[src/rtl/fetch_queue.sv]
// Fetch queue: 4-entry circular buffer between a 2-wide fetch stage and decode (pops 0-2 per cycle).
// Optional macro FQ_PERF_EN adds o_StallCnt, a saturating count of fetch cycles refused by a full queue.
`ifndef D_WIDTH
`define D_WIDTH 32
`endif
`ifndef FQ_DEPTH
`define FQ_DEPTH 4
`endif

module fetch_queue (
    input  logic                clk,
    input  logic                rst,
    input  logic                i_Flush,
    input  logic                i_Valid1F,
    input  logic                i_Valid2F,
    input  logic [`D_WIDTH-1:0] i_Instr1F,
    input  logic [`D_WIDTH-1:0] i_Instr2F,
    input  logic [`D_WIDTH-1:0] i_PC1F,
    input  logic [`D_WIDTH-1:0] i_PC2F,
    output logic                o_Ready,
    input  logic [1:0]          i_Pop,
    output logic                o_Valid1D,
    output logic                o_Valid2D,
    output logic [`D_WIDTH-1:0] o_Instr1D,
    output logic [`D_WIDTH-1:0] o_Instr2D,
    output logic [`D_WIDTH-1:0] o_PC1D,
    output logic [`D_WIDTH-1:0] o_PC2D,
    output logic [2:0]          o_Count
`ifdef FQ_PERF_EN
    ,
    output logic [15:0]         o_StallCnt
`endif
);
    localparam int DW    = `D_WIDTH;
    localparam int DEPTH = `FQ_DEPTH;
    localparam int PW    = $clog2(DEPTH);

    typedef struct packed {
        logic [DW-1:0] instr;
        logic [DW-1:0] pc;
    } entry_t;

    entry_t        mem [DEPTH];
    logic [PW-1:0] head;
    logic [PW-1:0] tail;
    logic [PW-1:0] head_nx1;
    logic [PW-1:0] wr_idx2;
    logic [2:0]    count;
    logic [2:0]    pop_req;
    logic [2:0]    pop_eff;
    logic [2:0]    push_n;

    // Ready looks only at the registered count, so a full queue refuses a push even if decode pops.
    assign o_Ready = (count <= 3'(DEPTH - 2));

    // NOTE: every signal written here gets a value on every path, so no latch is inferred.
    always_comb begin
        pop_req  = (i_Pop == 2'd3) ? 3'd2 : {1'b0, i_Pop};
        pop_eff  = (pop_req > count) ? count : pop_req;
        push_n   = o_Ready ? (3'(i_Valid1F) + 3'(i_Valid2F)) : 3'd0;
        // A lone slot-2 instruction lands at the tail; otherwise it follows slot 1.
        wr_idx2  = tail + PW'(i_Valid1F);
        head_nx1 = head + PW'(1);
    end

    // NOTE: sequential state uses non-blocking assignments so every register samples pre-edge values.
    always_ff @(posedge clk) begin
        if (rst) begin
            head  <= '0;
            tail  <= '0;
            count <= '0;
            // NOTE: storage is reset too, because data outputs must read zero after reset.
            for (int i = 0; i < DEPTH; i++) begin
                mem[i] <= '0;
            end
        end else if (i_Flush) begin
            head  <= '0;
            tail  <= '0;
            count <= '0;
        end else begin
            head  <= head + pop_eff[PW-1:0];
            tail  <= tail + push_n[PW-1:0];
            count <= count - pop_eff + push_n;
            if (o_Ready && i_Valid1F) begin
                mem[tail] <= '{instr: i_Instr1F, pc: i_PC1F};
            end
            if (o_Ready && i_Valid2F) begin
                mem[wr_idx2] <= '{instr: i_Instr2F, pc: i_PC2F};
            end
        end
    end

    assign o_Count   = count;
    assign o_Valid1D = (count >= 3'd1);
    assign o_Valid2D = (count >= 3'd2);
    assign o_Instr1D = mem[head].instr;
    assign o_PC1D    = mem[head].pc;
    assign o_Instr2D = mem[head_nx1].instr;
    assign o_PC2D    = mem[head_nx1].pc;

`ifdef FQ_PERF_EN
    // Survives flushes on purpose: it measures back-pressure across redirects.
    always_ff @(posedge clk) begin
        if (rst) begin
            o_StallCnt <= '0;
        end else if ((i_Valid1F || i_Valid2F) && !o_Ready && (o_StallCnt != 16'hFFFF)) begin
            o_StallCnt <= o_StallCnt + 16'd1;
        end
    end
`endif

endmodule

[config.mk]
export PLATFORM = sky130hd
export DESIGN_NAME = fetch_queue
export DESIGN_NICKNAME = d
export VERILOG_FILES = /design/src/rtl/fetch_queue.sv
export SDC_FILE = /design/constraint.sdc
export NUM_CORES = 1
export LEC_CHECK = 0
export ABC_CLOCK_PERIOD_IN_PS = 4200
export CELL_PAD_IN_SITES_DETAIL_PLACEMENT = 1
export CELL_PAD_IN_SITES_GLOBAL_PLACEMENT = 1
export CORE_MARGIN = 2
export CORE_UTILIZATION = 44
export DETAILED_ROUTE_END_ITERATION = 12
export MAX_ROUTING_LAYER = met4
export PLACE_DENSITY_LB_ADDON = 0.1
export SLEW_MARGIN = 20
export SYNTH_ARGS = -nofsm -noshare
export SYNTH_HDL_FRONTEND = slang
export SYNTH_SLANG_ARGS = --single-unit
[constraint.sdc]
create_clock -name clk -period 4.2 [get_ports clk]
set_clock_uncertainty 0.05 [all_clocks]
set_input_delay 0.42 -clock clk [delete_from_list [all_inputs] [get_ports clk]]
set_output_delay 0.42 -clock clk [all_outputs]
set_load 0.01 [all_outputs]
# Yosys cells after proc, flatten, opt, wreduce, memory -nomap -nowiden
# Memory sizes are Yosys's and may differ from the RTL's. A register that Yosys moved wholly into a read port is not among the register bits.
# Cells that the tools add are included.
# totals
register_bits	7
ram_bits	256
inputBits	135
elab_cells	41
n_memories	1
# classes
addsub	7
n_lt_le_gt_ge	4
n_eq_ne	1
muxes	20
n_reduce_logical	5
# mem_list
memory	words	word_bits	rd	rd_ports_with_merged_regs	write_ports	line	text
mem	4	64	2	1	4	43	entry_t mem [DEPTH];
# ops
cell	n
$mux 64	2
$reduce_or 64->1	2
$mux 1	12
$mux 2	5
$add 2x2->2	2
$add 3x2->3	1
$ge 3x1->1 const B	1
$ge 3x2->1 const B	1
$gt 2x3->1	1
$le 3x2->1 const B	1
$mux 3	1
$sub 3x3->3	1
$add 1x1->2	1
$add 2x1->2	1
$add 2x1->2 const B	1
$eq 2x2->1 const B	1
$logic_and 1x1->1	2
$reduce_or 2->1	1

# Logic depth before layout (Yosys ltp)
# Gate-level depths: netlist of run 1.
# logic_depth
depth_word	8
depth_mapped	12
depth_no_buf	12

# Worst setup path after synthesis of run 1
# OpenSTA, ideal clock, no wires.
# synth_path
kind	input port to flip-flop
from	in i_Valid1F
to	mem mem[2][0] in the netlist's numbering (enable)
setup_time_ns	0.846
arrival_ns	2.682
setup_slack_ns	0.623
cell_stages	6
path_buffers	2
cell_sequence	ha_1 > xor2_1 > nand3_1 > buf_2 > buf_2 > nand3b_1
# synth_lines
item	line	text
start, declared	14	input logic i_Valid1F,
end, declared	43	

# Worst setup path in the final report of run 1
# layout_path
from	reg count[1] (netlist: o_Count[1])
to	reg count[2] (netlist: o_Count[2])
# layout_between
elab_chain_len	4
elab_cells_between_ends	6
# layout_lines
item	line	text
start, declared	48	logic [2:0] count;
start signal, assigned	83	count <= count - pop_eff + push_n;
$gt 2x3->1	59	pop_eff = (pop_req > count) ? count : pop_req;
$mux 3	59	
$sub 3x3->3	83	
$add 3x2->3 *	83	
# Every way passes the cells marked *; elsewhere a longest branch is shown, timed or not.
# A chain may end at the register's enable or synchronous reset.

==> results.py, run 1 <==
metrics = {
    "critical_path": {
        "timing.critical_path.slowest_cell_delay_ns": 0.50,
        "worst-setup-path-type": "reg -> reg",
        "crit_buf_inv": 2,
        "cp_cell_sequence": "inv_1 -> ha_1 -> nor2b_1 -> o21ai_0 -> mux2_2 -> fa_1 -> inv_1 -> fa_1 -> xnor2_1 -> xnor2_1 -> and2_1",
        "cp.arrival_ns": 3.79,
        "critical-path-slowest-cell": "dfxtp_1",
        "setup.worst_path.start_class": "flop",
        "worstPathMaxFanout": 7,
        "worst_path_dominant_cell_family": "adder cells",
        "cp.required_ns": 4.60,
        "endpoint_kind": "flop",
    },
    "grt": {
        "met3_usage_pct": 3.69,
        "grt_util_met1_pct": 35.7,
        "grt_overflow": 0,
        "top_usage_layer": "met2",
        "grtUsageMet2_pct": 47.7,
        "grt_usage_pct": 28.4,
        "antenna_found_initial": 2,
        "grt_max_degree": 93,
        "first_global_vias": 12700,
        "grt_first_pass_wirelength_mm": 75.9,
    },
    "synth": {
        "ys_top_cells_by_area": "edfxtp_1, mux4_2, o32ai_1",
        "ys_seq_elements": 263,
        "synth_edf_count": 256,
        "yosysSeqAreaShare_pct": 50.6,
        "async_flop_share_pct": 0,
        "yosysMostFrequentCell": "edfxtp_1",
        "yosys_warnings": 0,
        "synth_top_area_share_pct": 49.7,
        "syn_avg_cell_area_um2": 14.1,
        "synth_top_cells_by_count": "edfxtp_1, inv_1, mux4_2",
        "yosysTopAreaCell": "edfxtp_1",
        "synth_area_um2": 15500,
        "synth_flop_cell": "edfxtp_1",
        "syn_inst": 1100,
        "synth_cell_types": 41,
        "synth_nets": 1245,
    },
    "layout": {
        "nets": 1446,
        "regArea_um2": 7840,
        "fill_cells": 3330,
        "drive_gt1_share_pct": 17.4,
        "design_area_um2": 19500,
        "area_growth_pct": 25.9,
        "multi_input_area_um2": 6520,
    },
    "floorplanning": {
        "num_rows": 68,
        "core_um2": 34500,
        "initial_core_util_pct": 44.8,
        "dieArea_um2": 36700,
        "die_h_um": 191,
        "num_io_pins": 269,
        "die-width_um": 191,
    },
    "timing": {
        "grt_setup_unrepaired": "no",
        "finalHoldViolations": 0,
        "tightest_slew_ns": 1.07,
        "tns_ns": 0,
        "max_freq_mhz": 295,
        "slew_violations": 0,
        "slew_headroom_pct": 28.4,
        "finalCriticalPeriod_ns": 3.39,
        "setup_violations": 0,
        "period_share_pct": 80.7,
    },
    "clock_tree": {
        "cts_setup_buffers": 0,
        "htree_levels": 1,
        "cts-root-buf": "clkbuf_16",
        "cts_max_path_buffers": 3,
        "holdBufCountCts": 0,
        "cts_buffers": 30,
        "path_clk_slew_ns": 0.06,
        "cts_tree": "yes",
        "cts_resized": 0,
        "clock_latency_ns": 0.55,
        "cts_sinks": 263,
    },
    "flow_run": {
        "drv_cap": 0,
    },
    "power_and_ir_drop": {
        "p_per_area_nw_per_um2": 455,
        "ir_worst_vdd_uv": 347,
        "total_leakage_power_nw": 7.10,
    },
    "drt": {
        "wirelength_mm": 50.7,
        "drc": 0,
        "vias_per_cell": 6.57,
        "postRouteAntennaNets": 0,
        "drtIter0Drc": 947,
        "wl_per_cell_um": 28.5,
        "dr_total_vias": 11700,
        "drtPass1Iterations": 5,
    },
    "status": {
        "status": "finished, final reports clean",
    },
    "min_path": {
        "min_path_type": "in -> reg",
    },
    "place": {
        "dp_hpwl_mm": 29.6,
        "globalplace.congestion": 0.803,
        "portBuffers": 268,
        "placed_cell_area_um2": 18500,
    },
}
-- final timing paths --
kind / from / slack, ns / to / cells after the start
max: o_Count[1] / 0.81 / o_Count[2] / 11
min reg2reg: o_Count[2] / 0.65 / o_Count[2] / 2
min: i_Instr1F[26] / 0.54 / mem[3][58] / 3
max reg2reg: o_Count[1] / 0.81 / o_Count[2] / 11
-- cell usage in the layout, fill, tap and decap left out, types with 4 or more instances in the layout --
master	instances
dfxtp_1	5
bufinv_16	5
clkbuf_16	31
clkbuf_1	8
nand3_1	64
clkdlybuf4s50_1	268
inv_1	134
nand4_1	64
clkinv_1	5
o32ai_2	9
mux2i_1	65
buf_12	9
o32ai_1	119
o31ai_1	64
edfxtp_1	256
clkinv_2	6
ha_1	8
buf_4	23
mux4_2	129
and2_1	6
nand3_4	4
-- through the flow --
step | hold slack, ns | worst slack [ns] | total power, mW | cells | utilization [%]
3_3_place_gp | 0.634 | 0.632 | 6.12 | 1724 | 53.4
3_5_place_dp | 0.641 | 0.557 | 6.18 | 1724 | 53.4
6_report | 0.537 | 0.811 | 8.86 | 1782 | 56.4
2_1_floorplan | 0.516 | 0.623 | 4.82 | 1100 | -
5_1_grt | 0.545 | 0.583 | 9.18 | 1782 | 56.4
4_1_cts | 0.522 | 0.812 | 8.90 | 1780 | 56.4
-- state kept, by name, summed over array words and instances, names as in the netlist --
register,flops
mem,256
o_Count,3
head,2
tail,2
-- cell type report --
class | instances | area share (%)
Inverter | 134 | 2.58
Clock inverter | 17 | 1.06
Clock buffer | 39 | 4.14
Sequential cell | 263 | 40.2
Multi-Input combinational cell | 572 | 33.5
Antenna cell | 2 | 0.0257
Timing Repair Buffer | 300 | 15.6
Tap cell | 455 | 2.92
-- cells by family after synthesis --
| kind of cell | Yosys count | synth area share (%) |
|---|---|---|
| and+or+nand+nor | 164 | 6.24 |
| adders and majority gates | 10 | 0.906 |
| muxes | 195 | 23.1 |
| xor gates and xnor gates | 6 | 0.340 |
| DFF | 263 | 50.6 |
| AOI/OAI and AO/OA | 197 | 11.0 |
| buffers and inverters | 265 | 7.79 |
-- where the power goes --
part / total, mW / internal [mW] / switching [mW]
Clock: 2.73 / 1.65 / 1.08
Combinational: 2.76 / 1.41 / 1.34
Sequential: 3.37 / 3.17 / 0.198
-- worst reg2reg max path, cell delays in order (launching register included) --
cell and delay, ns:
dfxtp_1 0.50, inv_1 0.16, ha_1 0.33, nor2b_1 0.13, o21ai_0 0.38, mux2_2 0.41, fa_1 0.48, inv_1 0.05
fa_1 0.37, xnor2_1 0.20, xnor2_1 0.08, and2_1 0.15
-- layer usage --
layer | routed length, µm | vias to the layer above | part of all wire, %
met4 | 1170 | 0 | 2.3
met1 | 19500 | 6070 | 38
met3 | 4040 | 86 | 8.0
met5 | 0 | - | 0
met2 | 26000 | 582 | 51
li1 | - | 4961 | -
No activity file was read; power rests on OpenSTA's default activity.
==> inputs of run 2 (changes only) <==
Settings changed: ABC_CLOCK_PERIOD_IN_PS 4200 to 3400.
Clock period 4.2 ns to 3.4 ns, I/O delays scaled along.
==> run 2 against run 1 <==
  * Sequential power up 23%
  * Largest power group unchanged
  * Hold slack worse by 0.089 ns
  * Via count increased by 1.7%
  * Largest cell class unchanged
==> results.py, run 2 (same netlist as run 1, synthesis figures left out) <==
metrics = {
    "clock_tree": {
        "clock_latency_ns": 0.56,
        "cts_buffers": 30,
        "cts_resized": 0,
        "cts_setup_buffers": 0,
        "cts-root-buf": "clkbuf_16",
        "cts_max_path_buffers": 3,
        "cts_sinks": 263,
        "htree_levels": 1,
        "holdBufCountCts": 0,
        "cts_tree": "yes",
        "path_clk_slew_ns": 0.06,
    },
    "floorplanning": {
        "core_um2": 34500,
        "dieArea_um2": 36700,
        "num_io_pins": 269,
        "num_rows": 68,
        "initial_core_util_pct": 44.8,
        "die-width_um": 191,
        "die_h_um": 191,
    },
    "timing": {
        "max_freq_mhz": 316,
        "finalHoldViolations": 0,
        "tightest_slew_ns": 1.01,
        "slew_violations": 0,
        "setup_violations": 0,
        "slew_headroom_pct": 32.6,
        "grt_setup_unrepaired": "no",
        "period_share_pct": 93.0,
        "finalCriticalPeriod_ns": 3.16,
    },
    "drt": {
        "postRouteAntennaNets": 0,
        "vias_per_cell": 6.63,
        "drc": 0,
        "dr_total_vias": 11900,
        "drtIter0Drc": 967,
        "wirelength_mm": 51.5,
        "drtPass1Iterations": 4,
        "wl_per_cell_um": 28.7,
    },
    "place": {
        "placed_cells": 1737,
        "globalplace.congestion": 0.825,
        "placed_cell_area_um2": 18700,
        "portBuffers": 268,
        "dp_hpwl_mm": 30.3,
    },
    "grt": {
        "top_usage_layer": "met2",
        "met3_usage_pct": 4.00,
        "grt_first_pass_wirelength_mm": 77.0,
        "first_global_vias": 12700,
        "grt_util_met1_pct": 37.2,
        "grtUsageMet2_pct": 46.7,
        "grt_overflow": 0,
        "grt_usage_pct": 28.7,
        "antenna_found_initial": 5,
        "grt_max_degree": 73,
    },
    "layout": {
        "fin_cells": 1794,
        "regMostFlops": "mem",
        "multi_input_area_um2": 6520,
        "regArea_um2": 7840,
        "drive_gt1_share_pct": 17.7,
        "design_area_um2": 19500,
        "largest_reg_flops": 256,
        "final_cell_mix": "clkdlybuf4s50_1, edfxtp_1, inv_1, mux4_2, o32ai_1",
        "post-route-util_pct": 56.5,
        "area_growth_pct": 26.3,
        "layout_commonest_cell": "clkdlybuf4s50_1",
        "fill_cells": 3344,
        "nets": 1459,
    },
    "min_path": {
        "min_path_type": "in -> reg",
    },
    "critical_path": {
        "setup.worst_path.start_class": "flop",
        "cp.arrival_ns": 3.56,
        "worst-setup-path-type": "reg -> reg",
        "endpoint_kind": "flop",
        "rr_worst_depth": 11,
        "r2r-start": "o_Count[1]",
        "cp-endpoint": "o_Count[2]",
        "r2r_end": "o_Count[2]",
        "startpoint": "o_Count[1]",
        "cp.required_ns": 3.80,
        "worstPathMaxFanout": 7,
        "rrSetupSlack_ns": 0.24,
    },
    "power_and_ir_drop": {
        "ir_worst_vdd_uv": 427,
        "p_per_area_nw_per_um2": 541,
        "finalPower_mw": 10.6,
        "total_leakage_power_nw": 7.12,
    },
    "status": {
        "status": "finished, final reports clean",
    },
    "flow_run": {
        "drv_cap": 0,
    },
}
-- run 2: worst min-delay path by stage --
| stage | cells past startpoint | endpoint | startpoint | slack [ns] |
|---|---|---|---|---|
| 4_1_cts | 3 | mem[3][27] | i_PC1F[27] | 0.44 |
| 3_5_place_dp | 2 | o_Count[2] | o_Count[2] | 0.62 |
| 6_report | 3 | mem[3][62] | i_Instr1F[30] | 0.45 |
| 3_3_place_gp | 2 | o_Count[2] | o_Count[2] | 0.58 |
| 5_1_grt | 3 | mem[3][51] | i_Instr1F[19] | 0.45 |
| 2_1_floorplan | 2 | tail[1] | i_Flush | 0.50 |
-- run 2: layer usage --
metal	part of all wire, %	up-vias	wire length (µm)
li1	-	4992	-
met1	40	6215	20700
met3	7.6	107	3900
met5	0	-	0
met2	49	579	25300
met4	3.1	0	1610
-- run 2: worst max-delay path, stage by stage, from the launching register on --
cell and delay [ns]:
dfxtp_2 0.41, inv_1 0.13, ha_1 0.32, nor2b_1 0.13
o21ai_1 0.20, mux2_2 0.38, fa_1 0.48, inv_1 0.05
fa_1 0.38, xnor2_1 0.27, xnor2_1 0.10, and2_1 0.16
-- run 2: layout make-up --
type,count,area share (%)
clock buffer,41,4.16
tap,455,2.91
inverter,134,2.58
clock inverter,11,0.224
multi-input combinational,572,33.4
timing repair buffer,313,16.6
antenna,5,0.0641
sequential,263,40.1
-- run 2: power by group --
part           switching [mW]  internal [mW]
Clock                    1.29           1.64
Sequential              0.214           3.92
Combinational            1.71           1.79
-- run 2: per-stage QoR --
step	TNS [ns]	setup slack (ns)	hold WS, ns
2_1_floorplan	0	0.00450	0.498
3_3_place_gp	0	0.0626	0.579
3_5_place_dp	-0.138	-0.138	0.617
4_1_cts	0	0.172	0.437
5_1_grt	0	0.0751	0.453
6_report	0	0.238	0.448
